--- src/rtl/cpu_pkg.sv ---
// Shared datapath constants for the 16-bit, 4-register pipelined CPU.
package cpu_pkg;
  localparam int unsigned DATA_W   = 16;
  localparam int unsigned ADDR_W   = 2;
  localparam int unsigned LINK_REG = 2;
  localparam int unsigned CNT_W    = 16;
endpackage

--- src/rtl/regfile_core.sv ---
// 2-read/1-write register array with async-reset storage and same-cycle write-through bypass.
module regfile_core #(
  parameter int unsigned DATA_W = cpu_pkg::DATA_W,
  parameter int unsigned ADDR_W = cpu_pkg::ADDR_W
) (
  input  logic              clk,
  input  logic              reset_n,
  input  logic              we,
  input  logic [ADDR_W-1:0] waddr,
  input  logic [DATA_W-1:0] wdata,
  input  logic [ADDR_W-1:0] raddr1,
  input  logic [ADDR_W-1:0] raddr2,
  output logic [DATA_W-1:0] rdata1,
  output logic [DATA_W-1:0] rdata2
);

  localparam int unsigned NumRegs = 2 ** ADDR_W;

  logic [DATA_W-1:0] regs_q [NumRegs];

  always_ff @(posedge clk or negedge reset_n) begin
    if (!reset_n) begin
      for (int i = 0; i < NumRegs; i++) begin
        regs_q[i] <= '0;
      end
    end else if (we) begin
      regs_q[waddr] <= wdata;
    end
  end

  // The ID stage reads in the same cycle WB writes, so forward the incoming value.
  always_comb begin
    rdata1 = regs_q[raddr1];
    rdata2 = regs_q[raddr2];
    if (we && (raddr1 == waddr)) rdata1 = wdata;
    if (we && (raddr2 == waddr)) rdata2 = wdata;
  end

endmodule

--- src/rtl/wb_regfile.sv ---
// Write-back stage: result select, commit qualification, register file, retire counter, halt flag.
module wb_regfile #(
  parameter int unsigned DATA_W   = cpu_pkg::DATA_W,
  parameter int unsigned ADDR_W   = cpu_pkg::ADDR_W,
  parameter int unsigned LINK_REG = cpu_pkg::LINK_REG,
  parameter int unsigned CNT_W    = cpu_pkg::CNT_W
) (
  input  logic              clk,
  input  logic              reset_n,
  input  logic              WB_RegWrite,
  input  logic              WB_MemtoReg,
  input  logic              WB_JLControl,
  input  logic [DATA_W-1:0] WB_PC4,
  input  logic [DATA_W-1:0] WB_ReadDataOfMem,
  input  logic [DATA_W-1:0] WB_ALUResult,
  input  logic [ADDR_W-1:0] WB_WriteRegister,
  input  logic              WB_Valid,
  input  logic              WB_IsHalt,
  input  logic [ADDR_W-1:0] ID_ReadReg1,
  input  logic [ADDR_W-1:0] ID_ReadReg2,
  output logic [DATA_W-1:0] ID_ReadData1,
  output logic [DATA_W-1:0] ID_ReadData2,
  output logic [DATA_W-1:0] WB_WriteData,
  output logic [ADDR_W-1:0] WB_WriteDest,
  output logic [CNT_W-1:0]  num_inst,
  output logic              is_halted
);

  logic             commit;
  logic             retire;
  logic [CNT_W-1:0] num_inst_q, num_inst_d;
  logic             halted_q, halted_d;

  always_comb begin
    WB_WriteData = WB_MemtoReg ? WB_ReadDataOfMem : WB_ALUResult;
    WB_WriteDest = WB_WriteRegister;
    if (WB_JLControl) begin
      WB_WriteData = WB_PC4;
      WB_WriteDest = ADDR_W'(LINK_REG);
    end
  end

  // Once halted, nothing commits or retires; the HLT itself still completes.
  assign retire = WB_Valid & ~halted_q;
  assign commit = WB_RegWrite & retire;

  always_comb begin
    num_inst_d = num_inst_q;
    halted_d   = halted_q;
    if (retire) begin
      num_inst_d = num_inst_q + CNT_W'(1);
      if (WB_IsHalt) halted_d = 1'b1;
    end
  end

  always_ff @(posedge clk or negedge reset_n) begin
    if (!reset_n) begin
      num_inst_q <= '0;
      halted_q   <= 1'b0;
    end else begin
      num_inst_q <= num_inst_d;
      halted_q   <= halted_d;
    end
  end

  assign num_inst  = num_inst_q;
  assign is_halted = halted_q;

  regfile_core #(
    .DATA_W(DATA_W),
    .ADDR_W(ADDR_W)
  ) u_regfile_core (
    .clk    (clk),
    .reset_n(reset_n),
    .we     (commit),
    .waddr  (WB_WriteDest),
    .wdata  (WB_WriteData),
    .raddr1 (ID_ReadReg1),
    .raddr2 (ID_ReadReg2),
    .rdata1 (ID_ReadData1),
    .rdata2 (ID_ReadData2)
  );

endmodule

--- config.mk ---
export PLATFORM = sky130hd
export DESIGN_NAME = wb_regfile
export DESIGN_NICKNAME = d
export VERILOG_FILES = /design/src/rtl/cpu_pkg.sv /design/src/rtl/regfile_core.sv /design/src/rtl/wb_regfile.sv
export SDC_FILE = /design/constraint.sdc
export NUM_CORES = 1
export LEC_CHECK = 0
export ABC_CLOCK_PERIOD_IN_PS = 5200
export CORE_ASPECT_RATIO = 0.9
export CORE_MARGIN = 2
export CORE_UTILIZATION = 35
export DETAILED_ROUTE_END_ITERATION = 12
export GPL_TIMING_DRIVEN = 0
export PLACE_DENSITY = 0.57
export SKIP_CTS_REPAIR_TIMING = 1
export SLEW_MARGIN = 5
export SYNTH_ARGS = -nofsm -noshare
export SYNTH_HDL_FRONTEND = slang
export SYNTH_HIERARCHICAL = 1
export SYNTH_SLANG_ARGS = --single-unit
--- constraint.sdc ---
create_clock -name clk -period 5.2 [get_ports clk]
set_clock_uncertainty 0.05 [all_clocks]
set_input_delay 1.56 -clock clk [delete_from_list [all_inputs] [get_ports clk]]
set_output_delay 1.56 -clock clk [all_outputs]
set_load 0.005 [all_outputs]
==> results_dict.tcl, run 1 <==
set metrics [dict create \
    status "finished clean" \
    combinational_family_with_the_most_area_after_synthesis "multiplexers" \
    worstReg2RegStart "is_halted$_DFFE_PN0P_" \
    maxSlewViolCount 0 \
    post_synth_xor_area_fraction 0.03410 \
    setup_ws_ns 0.01948 \
    die_w_um 128.5 \
    vias_per_cell 5.245 \
    postSynthCellCount 331 \
    reg2reg_depth 6 \
    cts-htree-levels 3 \
    wire_length_of_the_first_global_routing_pass_um 19770 \
    period_share 0.9963 \
    finalSetupTns_ns 0 \
    place.detailed.instances 622 \
    placement.setup.worst_slack_ns -0.5649 \
    synth_fp_nets 393 \
    synth_seq_cells 81 \
    clockRootBuffer "sky130_fd_sc_hd__clkbuf_16" \
    port_buffers 122 \
    critical_path.startpoint "WB_WriteRegister[1]" \
    required_ns 3.59 \
    peak_fanout_along_the_critical_path 6 \
    grt_use_met2 0.2996 \
    cts-root-to-sink-buffers 2 \
    cts_tree "yes" \
    num_vias 3409 \
    layer_with_the_highest_usage_after_global_routing "met2" \
    pin_count_of_the_biggest_net_entering_global_routing 51 \
    synthToLayoutAreaGrowth_pct 44.23 \
    io_pins 128 \
    mappedNetlistArea_um2 4880 \
    start_util 0.3625 \
    finalNetCount 539 \
    route.antenna.remaining_nets 0 \
    path_class "input pin to output port" \
    cts_inserted_buffers 9 \
    grt.total_usage 0.1772 \
    routed_wire_length_per_instance_um 19.93 \
    max_cap_viols 0 \
    via_count_of_the_first_global_routing_pass 3484 \
    grt_antenna_before_repair 0 \
    timing.hold.worst.class "register to register" \
    crit_path_end_kind "output port" \
    global_route.overflow_total 0 \
    syn-mean-instance-area_um2 14.74 \
    die_h_um 116.0 \
    finalSetupViolCount 0 \
    synth_cell_type_count 35 \
    floorplan_core_area_um2 13460 \
    drt_wl_total_um 12960 \
    dieArea_um2 14900 \
    p_leak_nw 3.753 \
    max_slew.worst_pin.slew_ns 0.7227 \
    antenna_cells 0 \
    ff2ff_setup_slack_ns 3.01 \
    synth_fa_ha_area_frac 0.002564 \
    drt_iter0_drc 140 \
    num-fill-cells 1153 \
    num_rows 40 \
    synth_sequential_area_ratio 0.4154 \
    yosysWarningCount 6 \
    grtUsageMet3 0.04017 \
    endpoint_of_the_most_critical_setup_path "ID_ReadData1[9]" \
    grt_setup_unrepaired "true" \
    finalCriticalPeriod_ns 5.181 \
    simple_gate_share_of_the_synthesized_area 0.06538 \
    drtPass1Iterations 4 \
    insertion_delay_ns 0.33 \
    numClockSinks 81 \
    use_met1 0.2303 \
    synth_mux_area_frac 0.4290 \
    synth_compound_gate_area_share 0.01795 \
    timing.critical_path.arrival_ns 3.57 \
    fmaxAchievable_mhz 193.0 \
    crit_path_start_kind "input pin" \
    max_slew_margin 0.5131 \
    final-hold-violation-count 0 \
    layout_cells_sized_above_1 0.3568 \
    rr_endpoint "u_regfile_core/regs_q[58]$_DFFE_PN0P_" \
    number_of_remaining_drc_errors 0 \
    layoutNonFillerInstCount 650 \
    pd_cells_nw_per_um2 258.1 \
    routabilityCongestion 0.7387 \
    worst_ir_drop_vdd_mv 0.1516 \
    clk_pin_slew_ns 0.06 \
    hpwl_um 8886 \
]
==> worst max-delay path, stage by stage <==
cell                              delay [ns]
sky130_fd_sc_hd__clkdlybuf4s50_1        0.40
sky130_fd_sc_hd__or2_4                  0.25
sky130_fd_sc_hd__buf_12                 0.15
sky130_fd_sc_hd__xnor2_4                0.14
sky130_fd_sc_hd__nand3_4                0.14
sky130_fd_sc_hd__buf_12                 0.18
sky130_fd_sc_hd__mux2_4                 0.29
sky130_fd_sc_hd__clkdlybuf4s50_1        0.45
==> cell families (layout without fill, tap and decap cells) <==
logic type,count (synthesis),after routing
DFF,81,81
and+or+nand+nor,46,46
xor gates and xnor gates,19,19
buffers and inverters,22,173
adders and majority gates,1,1
muxes,145,145
AOI/OAI and AO/OA,17,17
==> where the power goes <==
group	switching [mW]	total (mW)	internal [mW]
combinational	0.128	0.360	0.232
sequential	0.0414	0.720	0.679
clock	0.254	0.736	0.482
total	0.423	1.82	1.39
==> synth_stat cells, drive strengths merged <==
library cell   n  share of area
and3           1         0.0015
nand3b         3         0.0097
and2           1         0.0013
o21ai         16          0.016
nor3b          1         0.0038
nor2           2         0.0015
nor2b          2         0.0026
buf           19          0.033
nand3          6          0.010
ha             1         0.0026
clkbuf         3         0.0023
xnor2         14          0.025
a21o           1         0.0015
dfrtp         81           0.42
mux4          32           0.16
nand2         19          0.015
or2            1         0.0013
mux2i         16          0.033
and4           2         0.0038
nand4          5         0.0077
mux2          97           0.24
xor2           5         0.0090
nand4b         1         0.0018
nor3           2         0.0054
==> area by class of cell <==
cell class	count	area [µm²]	area share
multi-input cells	228	2764	0.3927
flip-flops and latches	81	2027	0.2880
repair buffers	135	1476	0.2098
clock buffers	11	242.7	0.03449
plain buffers	22	215.2	0.03058
well taps	168	210.2	0.02987
clock inverters	5	102.6	0.01458
==> worst min path at each step <==
| stage | cells past startpoint | endpoint | startpoint | slack [ns] |
|---|---|---|---|---|
| global route | 1 | num_inst[15]$_DFFE_PN0P_ | num_inst[15]$_DFFE_PN0P_ | 0.45 |
| CTS | 1 | num_inst[15]$_DFFE_PN0P_ | num_inst[15]$_DFFE_PN0P_ | 0.43 |
| detailed placement | 1 | num_inst[15]$_DFFE_PN0P_ | num_inst[15]$_DFFE_PN0P_ | 0.41 |
| finish | 1 | num_inst[15]$_DFFE_PN0P_ | num_inst[15]$_DFFE_PN0P_ | 0.43 |
| floorplan | 1 | u_regfile_core/regs_q[53]$_DFFE_PN0P_ | u_regfile_core/regs_q[53]$_DFFE_PN0P_ | 0.42 |
| global placement | 1 | num_inst[15]$_DFFE_PN0P_ | num_inst[15]$_DFFE_PN0P_ | 0.42 |
==> through the flow <==
stage	instance area [µm²]	hold WS [ns]	total power, mW	util
after CTS	6681	0.4337	1.839	0.4963
after floorplan	4880	0.4183	0.8985	-
after global placement	6311	0.4222	1.082	0.4688
final	7038	0.4256	1.816	0.5228
after global routing	7038	0.4486	1.907	0.5228
after detailed placement	6336	0.4127	1.092	0.4706
==> state kept, by name, indices dropped and copies added (netlist names) <==
signal and count:
num_inst 16, u_regfile_core/regs_q 64, is_halted 1
==> per-layer routing <==
| layer | part of all wire | vias up |
|---|---|---|
| met5 | 0 | - |
| met4 | 0.0079 | 0 |
| met3 | 0.040 | 9 |
| met2 | 0.51 | 71 |
| met1 | 0.44 | 1766 |
| li1 | - | 1563 |
==> cell usage in the layout, fill, tap and decap left out, types with 3 or more instances in the layout <==
cell / Yosys / routed
sky130_fd_sc_hd__clkdlybuf4s50_1: 0 / 90
sky130_fd_sc_hd__dfrtp_1: 81 / 81
sky130_fd_sc_hd__mux2_2: 62 / 62
sky130_fd_sc_hd__dlymetal6s2s_1: 0 / 31
sky130_fd_sc_hd__mux4_2: 20 / 20
sky130_fd_sc_hd__mux2_4: 20 / 20
sky130_fd_sc_hd__nand2_1: 19 / 19
sky130_fd_sc_hd__mux2i_1: 16 / 16
sky130_fd_sc_hd__mux2_1: 15 / 15
sky130_fd_sc_hd__o21ai_1: 0 / 14
sky130_fd_sc_hd__mux4_1: 12 / 12
sky130_fd_sc_hd__clkbuf_16: 0 / 11
sky130_fd_sc_hd__xnor2_1: 14 / 10
sky130_fd_sc_hd__buf_2: 8 / 8
sky130_fd_sc_hd__buf_4: 5 / 8
sky130_fd_sc_hd__buf_6: 4 / 8
sky130_fd_sc_hd__buf_12: 2 / 6
sky130_fd_sc_hd__xor2_1: 5 / 5
sky130_fd_sc_hd__nand4_1: 4 / 4
sky130_fd_sc_hd__clkbuf_2: 0 / 3
sky130_fd_sc_hd__bufinv_16: 0 / 3
(Power assumes the default switching activity.)
==> run 2: changes to the inputs <==
--- a/config.mk
+++ b/config.mk
@@ -13,8 +13,9 @@
 export GPL_TIMING_DRIVEN = 0
 export PLACE_DENSITY = 0.57
 export SKIP_CTS_REPAIR_TIMING = 1
-export SLEW_MARGIN = 5
+export SLEW_MARGIN = 30
 export SYNTH_ARGS = -nofsm -noshare
 export SYNTH_HDL_FRONTEND = slang
 export SYNTH_HIERARCHICAL = 1
 export SYNTH_SLANG_ARGS = --single-unit
+export TNS_END_PERCENT = 100
==> results_dict.tcl, run 2 (same netlist as run 1, synthesis figures left out) <==
set metrics [dict create \
    p_leak_nw 3.754 \
    fmaxAchievable_mhz 193.0 \
    drt_wl_total_um 12960 \
    num-fill-cells 1152 \
    layout_cells_sized_above_1 0.3568 \
    layout_commonest_cell "sky130_fd_sc_hd__clkdlybuf4s50_1" \
    drt_iter0_drc 140 \
    largest_register_ffs 64 \
    clk_pin_slew_ns 0.06 \
    port_buffers 122 \
    cts_inserted_buffers 9 \
    pd_cells_nw_per_um2 258.0 \
    max_slew.worst_pin.slew_ns 0.7227 \
    grt_antenna_before_repair 0 \
    insertion_delay_ns 0.33 \
    cts_tree "yes" \
    critical_path.cell_chain "clkdlybuf4s50_1 -> or2_4 -> buf_12 -> xnor2_4 -> nand3_4 -> buf_12 -> mux2_4 -> clkdlybuf4s50_1" \
    num_vias 3404 \
    worst_ir_drop_vdd_mv 0.1516 \
    pin_count_of_the_biggest_net_entering_global_routing 51 \
    synthToLayoutAreaGrowth_pct 44.31 \
    routabilityCongestion 0.7387 \
    final-hold-violation-count 0 \
    die_w_um 128.5 \
    finalSetupViolCount 0 \
    status "finished clean" \
    hpwl_um 8886 \
    wire_length_of_the_first_global_routing_pass_um 19770 \
    timing.critical_path.slowest_cell_delay_ns 0.45 \
    required_ns 3.59 \
    critical-path-slowest-cell "sky130_fd_sc_hd__clkdlybuf4s50_1" \
    global_route.overflow_total 0 \
    maxSlewViolCount 0 \
    floorplan_core_area_um2 13460 \
    power_mw 1.817 \
    period_share 0.9963 \
    via_count_of_the_first_global_routing_pass 3484 \
    numClockSinks 81 \
    routed_wire_length_per_instance_um 19.93 \
    cts-htree-levels 3 \
    number_of_remaining_drc_errors 0 \
    finalNetCount 539 \
    grt_setup_unrepaired "true" \
    start_util 0.3625 \
    grt.total_usage 0.1772 \
    cts-root-to-sink-buffers 2 \
    registers.top_by_ff_count "u_regfile_core/regs_q" \
    finalCriticalPeriod_ns 5.181 \
    crit_path_start_kind "input pin" \
    io_pins 128 \
    timing.critical_path.arrival_ns 3.57 \
    drtPass1Iterations 4 \
    timing.hold.worst.class "register to register" \
    max_slew_margin 0.5131 \
    crit_path_end_kind "output port" \
    whs_ns 0.4256 \
    clockRootBuffer "sky130_fd_sc_hd__clkbuf_16" \
    peak_fanout_along_the_critical_path 6 \
    antenna_cells 0 \
    leading_cell_types_in_the_layout_fill_and_taps_excluded "sky130_fd_sc_hd__clkdlybuf4s50_1 (90), sky130_fd_sc_hd__dfrtp_1 (81), sky130_fd_sc_hd__mux2_2 (62), sky130_fd_sc_hd__dlymetal6s2s_1 (31)" \
    route.antenna.remaining_nets 0 \
    dieArea_um2 14900 \
    die_h_um 116.0 \
    max_cap_viols 0 \
    vias_per_cell 5.237 \
    num_rows 40 \
    path_class "input pin to output port" \
]
run 2: cell counts in the layout (fill, tap and decap cells not counted):
Identical to the previous run, type by type.
run 2: per-stage QoR:
stage                       util  TNS [ns]  cell area, µm²  setup WS (ns)  instances
after global routing      0.5230  -0.05307            7042       -0.05307        650
after floorplan                -         0            4880         0.7056        331
final                     0.5230         0            7042        0.01948        650
after detailed placement  0.4709    -17.34            6340        -0.5649        622
after global placement    0.4688    -52.74            6311        -0.5657        621
after CTS                 0.4966    -17.60            6685        -0.5681        638
run 2: power breakdown:
group / switching, mW / leakage (nW) / internal [mW] / total, mW
sequential: 0.0414 / 1.10 / 0.679 / 0.720
combinational: 0.128 / 2.49 / 0.233 / 0.360
clock: 0.254 / 0.166 / 0.482 / 0.736
run 2: final timing paths:
kind                                     startpoint                               endpoint  slack [ns]  cells past startpoint
max                             WB_WriteRegister[1]                        ID_ReadData1[9]        0.02                      8
min                        num_inst[15]$_DFFE_PN0P_               num_inst[15]$_DFFE_PN0P_        0.43                      1
max reg2reg                   is_halted$_DFFE_PN0P_  u_regfile_core/regs_q[58]$_DFFE_PN0P_        3.01                      6
min reg2reg                num_inst[15]$_DFFE_PN0P_               num_inst[15]$_DFFE_PN0P_        0.43                      1
max in group asynchronous                   reset_n  u_regfile_core/regs_q[36]$_DFFE_PN0P_        3.47                      2
min in group asynchronous                   reset_n  u_regfile_core/regs_q[40]$_DFFE_PN0P_        1.06                      1
run 2: layout make-up:
class,instances,area [µm²],share of cell area
multi-input cells,228,2764,0.3925
flip-flops and latches,81,2027,0.2878
repair buffers,135,1480,0.2102
clock buffers,11,242.7,0.03447
plain buffers,22,215.2,0.03056
well taps,168,210.2,0.02985
clock inverters,5,102.6,0.01457
run 2: layer usage:
layer	up-vias	track usage	wire, µm
met2	69	0.2996	6575
met3	9	0.04017	516
li1	1563	-	-
met1	1763	0.2303	5760
met5	-	0	0
met4	0	0.04982	102
run 2: worst max-delay path: cells and delay by family:
kind | cells | cell delay, ns
muxes | 1 | 0.29
and+or+nand+nor | 2 | 0.39
buffers and inverters | 4 | 1.18
xor gates and xnor gates | 1 | 0.14
